[config.mk]
export PLATFORM = sky130hd
export DESIGN_NAME = branch_resolver
export DESIGN_NICKNAME = d
export VERILOG_FILES = /design/src/rtl/branch_resolver.sv
export SDC_FILE = /design/constraint.sdc
export NUM_CORES = 1
export LEC_CHECK = 0
export ABC_CLOCK_PERIOD_IN_PS = 7600
export CAP_MARGIN = 10
export CORE_ASPECT_RATIO = 1.25
export CORE_MARGIN = 1.5
export CORE_UTILIZATION = 53
export DETAILED_ROUTE_END_ITERATION = 6
export PLACE_DENSITY_LB_ADDON = 0.05
export SLEW_MARGIN = 20
export SYNTH_ARGS = -nofsm -noshare
export SYNTH_HDL_FRONTEND = slang
export SYNTH_SLANG_ARGS = --single-unit
[constraint.sdc]
create_clock -name clk -period 7.6 [get_ports clk]
set_input_delay 1.52 -clock clk [delete_from_list [all_inputs] [get_ports clk]]
set_output_delay 1.52 -clock clk [all_outputs]
set_load 0.01 [all_outputs]
[src/rtl/branch_resolver.sv]
`default_nettype none
// ============================================================================
//  Module      : branch_resolver
//  Description : Pipelined MIPS branch/jump resolver with delay-slot tracking,
//                link generation and saturating branch statistics.
//  Revision    : 1.0  initial release
// ============================================================================
module branch_resolver #(
    parameter int DATA_WIDTH = 32,
    parameter int TAG_WIDTH  = 4,
    parameter int CNT_WIDTH  = 16
) (
    input  logic                  clk,
    input  logic                  resetn,
    input  logic                  flush,
    input  logic                  in_valid,
    output logic                  in_ready,
    input  logic [31:0]           in_instr,
    input  logic [DATA_WIDTH-1:0] in_pc,
    input  logic [DATA_WIDTH-1:0] in_rs_val,
    input  logic [DATA_WIDTH-1:0] in_rt_val,
    input  logic [TAG_WIDTH-1:0]  in_tag,
    output logic                  out_valid,
    input  logic                  out_ready,
    output logic [TAG_WIDTH-1:0]  out_tag,
    output logic                  out_is_branch,
    output logic                  out_taken,
    output logic                  out_redirect,
    output logic [DATA_WIDTH-1:0] out_target,
    output logic                  out_link_we,
    output logic [4:0]            out_link_reg,
    output logic [DATA_WIDTH-1:0] out_link_val,
    output logic                  out_slot_err,
    output logic [CNT_WIDTH-1:0]  cnt_branch,
    output logic [CNT_WIDTH-1:0]  cnt_taken
);

    typedef enum logic [0:0] {
        S_IDLE = 1'b0,
        S_SLOT = 1'b1
    } state_t;

    state_t                r_state;
    logic [DATA_WIDTH-1:0] r_pend_target;
    logic                  r_out_valid;
    logic [TAG_WIDTH-1:0]  r_out_tag;
    logic                  r_out_is_branch;
    logic                  r_out_taken;
    logic                  r_out_redirect;
    logic [DATA_WIDTH-1:0] r_out_target;
    logic                  r_out_link_we;
    logic [4:0]            r_out_link_reg;
    logic [DATA_WIDTH-1:0] r_out_link_val;
    logic                  r_out_slot_err;
    logic [CNT_WIDTH-1:0]  r_cnt_branch;
    logic [CNT_WIDTH-1:0]  r_cnt_taken;

    logic [5:0]            w_op;
    logic [4:0]            w_rt;
    logic [4:0]            w_rd;
    logic [5:0]            w_funct;
    logic                  w_unused_shamt;
    logic [DATA_WIDTH-1:0] w_seq_pc;
    logic [DATA_WIDTH-1:0] w_br_target;
    logic [DATA_WIDTH-1:0] w_j_target;
    logic                  w_rs_neg;
    logic                  w_rs_zero;
    logic                  w_is_br;
    logic                  w_cond;
    logic [DATA_WIDTH-1:0] w_target;
    logic                  w_link;
    logic [4:0]            w_link_reg;
    logic                  w_in_xfer;
    logic                  w_in_slot;
    logic                  w_slot_err;
    logic                  w_eff_taken;
    logic                  w_eff_link;

    assign w_op           = in_instr[31:26];
    assign w_rt           = in_instr[20:16];
    assign w_rd           = in_instr[15:11];
    assign w_funct        = in_instr[5:0];
    assign w_unused_shamt = ^in_instr[10:6];

    assign w_seq_pc    = in_pc + DATA_WIDTH'(4);
    assign w_br_target = w_seq_pc + {{(DATA_WIDTH-18){in_instr[15]}}, in_instr[15:0], 2'b00};
    // Jump keeps the upper bits of pc+4 above bit 27 and replaces the rest.
    assign w_j_target  = (w_seq_pc & ~DATA_WIDTH'(28'hFFF_FFFF))
                       | DATA_WIDTH'({in_instr[25:0], 2'b00});
    assign w_rs_neg    = in_rs_val[DATA_WIDTH-1];
    assign w_rs_zero   = (in_rs_val == '0);

    // Decode the branch class, its condition, target and link destination.
    always_comb begin
        w_is_br    = 1'b0;
        w_cond     = 1'b0;
        w_target   = '0;
        w_link     = 1'b0;
        w_link_reg = 5'd0;
        case (w_op)
            6'h04: begin w_is_br = 1'b1; w_cond = (in_rs_val == in_rt_val); w_target = w_br_target; end
            6'h05: begin w_is_br = 1'b1; w_cond = (in_rs_val != in_rt_val); w_target = w_br_target; end
            6'h06: begin w_is_br = 1'b1; w_cond = w_rs_neg || w_rs_zero;    w_target = w_br_target; end
            6'h07: begin w_is_br = 1'b1; w_cond = !w_rs_neg && !w_rs_zero;  w_target = w_br_target; end
            6'h01: begin
                case (w_rt)
                    5'h00: begin w_is_br = 1'b1; w_cond = w_rs_neg;  w_target = w_br_target; end
                    5'h01: begin w_is_br = 1'b1; w_cond = !w_rs_neg; w_target = w_br_target; end
                    5'h10: begin
                        w_is_br = 1'b1; w_cond = w_rs_neg;  w_target = w_br_target;
                        w_link  = 1'b1; w_link_reg = 5'd31;
                    end
                    5'h11: begin
                        w_is_br = 1'b1; w_cond = !w_rs_neg; w_target = w_br_target;
                        w_link  = 1'b1; w_link_reg = 5'd31;
                    end
                    default: ;
                endcase
            end
            6'h02: begin w_is_br = 1'b1; w_cond = 1'b1; w_target = w_j_target; end
            6'h03: begin
                w_is_br = 1'b1; w_cond = 1'b1; w_target = w_j_target;
                w_link  = 1'b1; w_link_reg = 5'd31;
            end
            6'h00: begin
                if (w_funct == 6'h08) begin
                    w_is_br = 1'b1; w_cond = 1'b1; w_target = in_rs_val;
                end else if (w_funct == 6'h09) begin
                    w_is_br = 1'b1; w_cond = 1'b1; w_target = in_rs_val;
                    w_link  = 1'b1; w_link_reg = w_rd;
                end
            end
            default: ;
        endcase
    end

    assign in_ready    = !r_out_valid || out_ready;
    assign w_in_xfer   = in_valid && in_ready;
    assign w_in_slot   = (r_state == S_SLOT);
    // A branch sitting in a delay slot is flagged and neutralised.
    assign w_slot_err  = w_in_slot && w_is_br;
    assign w_eff_taken = w_cond && w_is_br && !w_slot_err;
    assign w_eff_link  = w_link && !w_slot_err;

    // Delay-slot FSM and output staging register.
    always_ff @(posedge clk) begin
        if (!resetn) begin
            r_state         <= S_IDLE;
            r_pend_target   <= '0;
            r_out_valid     <= 1'b0;
            r_out_tag       <= '0;
            r_out_is_branch <= 1'b0;
            r_out_taken     <= 1'b0;
            r_out_redirect  <= 1'b0;
            r_out_target    <= '0;
            r_out_link_we   <= 1'b0;
            r_out_link_reg  <= 5'd0;
            r_out_link_val  <= '0;
            r_out_slot_err  <= 1'b0;
        end else if (flush) begin
            r_state       <= S_IDLE;
            r_pend_target <= '0;
            r_out_valid   <= 1'b0;
        end else if (w_in_xfer) begin
            r_out_valid     <= 1'b1;
            r_out_tag       <= in_tag;
            r_out_is_branch <= w_is_br;
            r_out_taken     <= w_eff_taken;
            r_out_redirect  <= w_in_slot;
            r_out_target    <= w_in_slot ? r_pend_target : '0;
            r_out_link_we   <= w_eff_link;
            r_out_link_reg  <= w_eff_link ? w_link_reg : 5'd0;
            r_out_link_val  <= in_pc + DATA_WIDTH'(8);
            r_out_slot_err  <= w_slot_err;
            if (w_in_slot) begin
                r_state <= S_IDLE;
            end else if (w_eff_taken) begin
                r_state       <= S_SLOT;
                r_pend_target <= w_target;
            end
        end else if (r_out_valid && out_ready) begin
            r_out_valid <= 1'b0;
        end
    end

    // Saturating statistics on accepted, non-flushed branches.
    always_ff @(posedge clk) begin
        if (!resetn) begin
            r_cnt_branch <= '0;
            r_cnt_taken  <= '0;
        end else if (!flush && w_in_xfer && w_is_br && !w_slot_err) begin
            if (r_cnt_branch != '1) r_cnt_branch <= r_cnt_branch + CNT_WIDTH'(1);
            if (w_eff_taken && (r_cnt_taken != '1)) r_cnt_taken <= r_cnt_taken + CNT_WIDTH'(1);
        end
    end

    assign out_valid     = r_out_valid;
    assign out_tag       = r_out_tag;
    assign out_is_branch = r_out_is_branch;
    assign out_taken     = r_out_taken;
    assign out_redirect  = r_out_redirect;
    assign out_target    = r_out_target;
    assign out_link_we   = r_out_link_we;
    assign out_link_reg  = r_out_link_reg;
    assign out_link_val  = r_out_link_val;
    assign out_slot_err  = r_out_slot_err;
    assign cnt_branch    = r_cnt_branch;
    assign cnt_taken     = r_cnt_taken;

endmodule
`default_nettype wire

==> summary.txt, run 1 <==
Run status
  – Outcome: finished with violations
  – Violated checks: design-rule violations

Clock network
  – Num CTS Buffers: 17
  – CTS tree: yes
  – CTS max path bufs: 2
  – H-Tree Depth: 4
  – Reg clk slew, reported paths: 0.06 ns
  – CTS Sinks: about 140
  – Post-CTS Setup Bufs: 0
  – CTS Hold Bufs: 0
  – Post-cts sizing count: 0
  – Clock root cell: clkbuf_16
  – Latest clock arrival within the worst-skew pair: between 0.4 and 0.5 ns

Floorplanning
  – Die W: around 120 um
  – Placeable Area: around 17,000 um2
  – Row cnt: 53
  – Die area: roughly 18,000 um2
  – Chip height: roughly 150 um
  – I/O pins: 249
  – Initial Utilization: 53.7%

STA
  – Worst-Margin Slew: about 1.1 ns
  – Final hold vios: 0
  – Final min period: between 5 and 6 ns
  – Fin worst setup slack: around 2.1 ns
  – Fin. max-slew vios: 0
  – # setup viols final: 0
  – Skew final: between 0.01 and 0.015 ns
  – Tcrit/Tclk final: 72.4%
  – FMAX: 0.182 GHz
  – RSZ-0062 raised after global routing: no
  – Setup TNS: 0 ns
  – Max_slew headroom: around 28%

Global route
  – GR Util All Layers: 36.1%
  – Pin count of the biggest net entering global routing: around 100
  – Grt ovf: 0
  – Vias in the first global route: approximately 9,200
  – First-pass GRT wire length: between 40,000 and 50,000 um
  – Initial antenna violation count: 1

Logic synthesis
  – EDFF count, synth: 0
  – Synth top cells by count: dfxtp_1, nand2_1, a21oi_1
  – Avg Inst Size Synth: 7.86 um2
  – Synthesized flop and latch total: about 140
  – Post-synth ARST share: 0%
  – Netlist cell types: 59
  – Post-Syn Nets: 1,317
  – Post-synth top flop: dfxtp_1
  – Syn Inst Count: 1,141
  – Post-synth top area share: 32.1%
  – Area contributors post-synth: dfxtp_1, xnor2_1, a21oi_1
  – Most common cell in the synthesized netlist: dfxtp_1
  – Post-synthesis sequential area ratio: between 30% and 40%
  – Netlist Area Pre-Place: between 8000 and 9000 um2
  – Largest area contributor in the netlist: dfxtp_1
  – Synth Warn #: 0

Worst hold path
  – Worst Hold Class: reg -> reg

Detailed routing
  – Met3 routed WL: around 2500 um
  – Top Layer Used: met4
  – Antenna-violating nets left: 0
  – # DRC: 2
  – Met1 WL: 12,600 um
  – Drt total wl: ~33,000 um
  – DR vias: around 10,000
  – Initial drt markers: 944
  – Post-DR vias/cell: about 6
  – DR WL/cell: 20.7 um
  – WL met2: about 16,000 um
  – First-pass iteration count of the detailed router: 7

Finish
  – Synth-to-Final Area Change: 35.6%
  – Nets: ~1,500
  – Layout cells sized above 1: under 10%
  – Post-Layout Cell Count: about 1,600
  – Fillers: 1,344

Place
  – Count of port buffers added during placement: ~250
  – Dpl hpwl: ~25,000 um
  – Post-Place Worst Slack: 1.75 ns
  – GPL Wtd Cong: about 1.1
  – Placed cells: between 1,500 and 2,000

Critical path
  – Crit path launch type: input port
  – Crit Path Class: in -> reg
  – Crit end category: register
  – Highest fanout seen on the critical path: 14
  – Worst path max stage delay: between 0.8 and 0.9 ns
  – Worst endpoint required time: about 7.9 ns
  – Crit-path cells: clkdlybuf4s50_1 -> ha_1 -> nand3_1 -> nor4_1 -> inv_1 -> nor2_1 -> xor2_1 -> ha_1 -> a21oi_1 -> o21ai_0 -> a211oi_1 -> a21oi_1 -> nor2_1 -> xnor2_1 -> a222oi_1 -> a21oi_1
  – Crit path DAT: ~5.8 ns
  – CP max stage cell: clkdlybuf4s50_1
  – CP dominant cell by count: a21oi_1

Power and ir drop
  – Leak: ~4.2 nW
  – Pwr dens: approximately 170 nW/um2
  – Worst VDD drop: around 150 uV

Flow run
  – Max Cap Viol: 0
-- worst max-delay path, delay by kind of cell --
| kind | cells | cell delay [ns] |
|---|---|---|
| compound gates | 6 | 1.24 |
| simple gates | 4 | 1.19 |
| buf+inv | 2 | 0.93 |
| fa+ha+maj | 2 | 0.58 |
| xor+xnor | 2 | 0.33 |
-- cell usage in the layout (no fill, tap or decap), types with 6 or more instances in the layout --
master	synthesis	layout
clkdlybuf4s50_1	0	248
dfxtp_1	144	144
nand2_1	119	119
a21oi_1	109	109
nor2_1	104	102
xnor2_1	88	88
nand3_1	61	61
a211oi_1	50	50
o21ai_0	45	45
ha_1	38	38
nand4_1	34	34
xor2_1	31	31
nor3_1	24	24
inv_1	23	22
nor4_1	21	21
a222oi_1	21	21
and3_1	19	19
clkbuf_16	0	17
nand2b_1	13	13
or3_1	12	12
a21o_1	11	11
buf_4	0	10
mux2i_1	8	8
o21a_1	8	8
or4_1	7	7
o21bai_1	7	7
o41ai_1	6	6
-- final cells by class --
cell class              count  area [um2]  area share [%]
inverters                  23        86.3           0.710
flip-flops and latches    144        2880            23.7
diodes                      1        2.50          0.0206
well taps                 220         275            2.26
repair buffers            258        2560            21.0
clock buffers              17         425            3.50
clock inverters            14         178            1.46
multi-input cells         906        5750            47.3
-- stage by stage --
step / area, um2 / hold WS [ns] / util, % / power [mW]
2_1_floorplan: 8970 / 0.461 / - / 1.01
3_3_place_gp: 11500 / 0.438 / 69.1 / 1.20
3_5_place_dp: 11500 / 0.444 / 69.1 / 1.20
4_1_cts: 12100 / 0.452 / 72.7 / 2.05
5_1_grt: 12200 / 0.471 / 72.7 / 2.12
6_report: 12200 / 0.452 / 72.7 / 2.05
-- final timing paths --
kind,slack (ns),endpoint,cells past startpoint,startpoint
max,2.10,r_pend_target[23],16,in_pc[2]
min,0.45,out_target[0],2,out_target[0]
max reg2reg,4.75,cnt_branch[13],8,out_valid
min reg2reg,0.45,out_target[0],2,out_target[0]
-- where the power goes --
part           switching, mW  leakage [nW]  internal (mW)
Clock                  0.363         0.289          0.496
Combinational          0.229          2.70          0.188
Sequential           0.00735          1.17          0.768
Total                  0.599          4.15           1.45
-- logic make-up (layout without fill, tap and decap cells) --
| group | Yosys count | count (layout) | share of synthesized area, % |
|---|---|---|---|
| and+or+nand+nor | 435 | 435 | 23.4 |
| other | 0 | 1 | 0 |
| muxes | 8 | 8 | 0.893 |
| buffers and inverters | 91 | 312 | 3.88 |
| DFF | 144 | 144 | 32.1 |
| adders and majority gates | 39 | 39 | 5.53 |
| xor gates and xnor gates | 119 | 119 | 11.6 |
| AOI/OAI and AO/OA | 305 | 305 | 22.5 |
-- layer usage --
layer	global-route usage [%]	up-vias
met2	63.2	466
met5	0	-
li1	-	4604
met3	6.83	99
met1	43.1	4577
met4	16.1	0
No activity file was read; power rests on OpenSTA's default activity.
==> run 2, diff against run 1 <==
ABC_CLOCK_PERIOD_IN_PS = 4800   (was 7600)
CORE_UTILIZATION = 44   (was 53)
clock period = 4.8 ns   (was 7.6 ns; I/O delays follow)
==> run 2 against run 1 <==
Net effect: the flow now finishes without violations; register-to-register slack worse by 2.4 ns; clock-buffer cell count up 2; clock skew up 0.0037 ns; largest power group unchanged.
==> summary.txt, run 2 (synthesized netlist as in run 1, its figures left out) <==
STA
  – Worst-Margin Slew: ~1.1 ns
  – Skew final: between 0.015 and 0.02 ns
  – Final min period: 4.63 ns
  – Tcrit/Tclk final: 96.4%
  – RSZ-0062 raised after global routing: no
  – Worst hold margin: 0.451 ns
  – Max_slew headroom: 29.6%
  – FMAX: ~0.22 GHz
  – Setup TNS: 0 ns
  – # setup viols final: 0
  – Fin. max-slew vios: 0
  – Fin worst setup slack: between 0.15 and 0.2 ns
  – Final hold vios: 0

Detailed routing
  – First-pass iteration count of the detailed router: 6
  – Drt total wl: 33,700 um
  – # DRC: 0
  – Post-DR vias/cell: around 5.7
  – Antenna-violating nets left: 0
  – Initial drt markers: 1,002
  – DR vias: between 9,000 and 10,000
  – DR WL/cell: 19.5 um

Finish
  – Commonest non-fill, non-tap cell in the layout: clkdlybuf4s50_1
  – Nets: roughly 1,600
  – Post-Layout Cell Count: between 1,500 and 2,000
  – Layout cells sized above 1: 10.1%
  – Synth-to-Final Area Change: 44.3%
  – Most frequent cells in the layout: clkdlybuf4s50_1, dfxtp_1, nand2_1

Floorplanning
  – Placeable Area: between 20,000 and 25,000 um2
  – Die W: 131 um
  – Chip height: 163 um
  – I/O pins: between 200 and 250
  – Row cnt: 58
  – Initial Utilization: between 40% and 50%
  – Die area: between 20,000 and 25,000 um2

Critical path
  – Crit path launch type: input port
  – CP max stage cell: clkdlybuf4s50_1
  – Crit end category: register
  – Worst reg-to-reg path cell count: 7
  – Highest fanout seen on the critical path: 3
  – Crit-path cells: clkdlybuf4s50_1 -> ha_1 -> and3_1 -> and3_1 -> nand2_1 -> xnor2_1 -> buf_4 -> ha_1 -> a211oi_1 -> o21bai_1 -> nor2b_1 -> o31ai_1 -> buf_4 -> a21boi_0 -> or3_1 -> a31oi_1 -> a21oi_1
  – Worst r2r dst: cnt_taken[10]
  – Crit Path Class: in -> reg
  – Worst path max stage delay: roughly 0.59 ns
  – Reg2Reg Setup Slack: ~2.3 ns
  – R2R Path Start: cnt_taken[6]
  – Worst endpoint required time: around 5.1 ns
  – Crit path DAT: about 4.9 ns
  – Setup crit start: in_pc[3]

Worst hold path
  – Worst Hold Class: reg -> reg
  – Min-Delay Startpoint: out_target[21]
  – Hold Crit Depth: 2
  – WHS Endpoint: out_target[21]

Clock network
  – CTS Hold Bufs: 0
  – H-Tree Depth: 4
  – Latest clock arrival within the worst-skew pair: between 0.4 and 0.5 ns
  – Reg clk slew, reported paths: ~0.06 ns
  – CTS max path bufs: 2
  – CTS tree: yes
  – Num CTS Buffers: 17
  – CTS Sinks: about 140
  – Clock root cell: clkbuf_16

Place
  – Post-Place Worst Slack: -0.184 ns
  – Count of port buffers added during placement: about 250
  – GPL Wtd Cong: 1.03
  – Dpl hpwl: 26,700 um
  – Placed cells: roughly 1,700

Global route
  – Grt ovf: 0
  – First-pass GRT wire length: 51,200 um
  – Initial antenna violation count: 1
  – Vias in the first global route: slightly above 9,000
  – Pin count of the biggest net entering global routing: ~100
  – GR Util All Layers: between 30% and 40%

Power and ir drop
  – Leak: approximately 4.6 nW
  – Pwr dens: ~260 nW/um2
  – Worst VDD drop: around 240 uV

Flow run
  – Max Cap Viol: 0

Run status
  – Outcome: finished clean
[run 2: final cells by class]
class                           count  area, um2
Clock inverter                     13        174
Clock buffer                       19        433
Sequential cell                   144       2880
Timing Repair Buffer              350       3270
Fill cell                        1832       7090
Inverter                           23       86.3
Antenna cell                        1       2.50
Multi-Input combinational cell    906       5750
Tap cell                          270        338
[run 2: metal layers]
| layer | wire (um) | vias up | GRT usage, % |
|---|---|---|---|
| li1 | - | 4794 | - |
| met1 | 14200 | 4655 | 40.7 |
| met2 | 16800 | 355 | 54.7 |
| met3 | 1870 | 48 | 3.55 |
| met4 | 852 | 0 | 8.94 |
| met5 | 0 | - | 0 |
[run 2: worst max-delay path by stage]
| stage | endpoint | cells past startpoint |
|---|---|---|
| after floorplan | r_pend_target[26] | 17 |
| after global placement | r_pend_target[24] | 18 |
| after detailed placement | r_pend_target[14] | 18 |
| after CTS | r_pend_target[24] | 17 |
| after global routing | r_pend_target[24] | 17 |
| final | r_pend_target[24] | 17 |
[run 2: through the flow]
| stage | utilization, % | power (mW) | area, um2 |
|---|---|---|---|
| CTS | 64.6 | 3.34 | 12900 |
| global route | 64.6 | 3.45 | 12900 |
| finish | 64.6 | 3.34 | 12900 |
| global placement | 61.5 | 1.97 | 12300 |
| detailed placement | 61.6 | 1.97 | 12300 |
| floorplan | - | 1.59 | 8970 |
[run 2: where the power goes]
part / switching (mW) / internal [mW]
registers: 0.0110 / 1.22
clock network: 0.554 / 0.830
logic: 0.376 / 0.349
[run 2: worst max-delay path, delay by kind of cell]
kind,cells,cell delay (ns)
compound gates,6,1.30
buf+inv,3,0.95
simple gates,5,0.95
fa+ha+maj,2,0.45
xor+xnor,1,0.29
[run 2: timing repair]
action / 4_1_cts / 5_1_grt
setup endpoints to repair: 0 / 1
gates resized for setup: 0 / 1
buffers inserted: 0 / 0
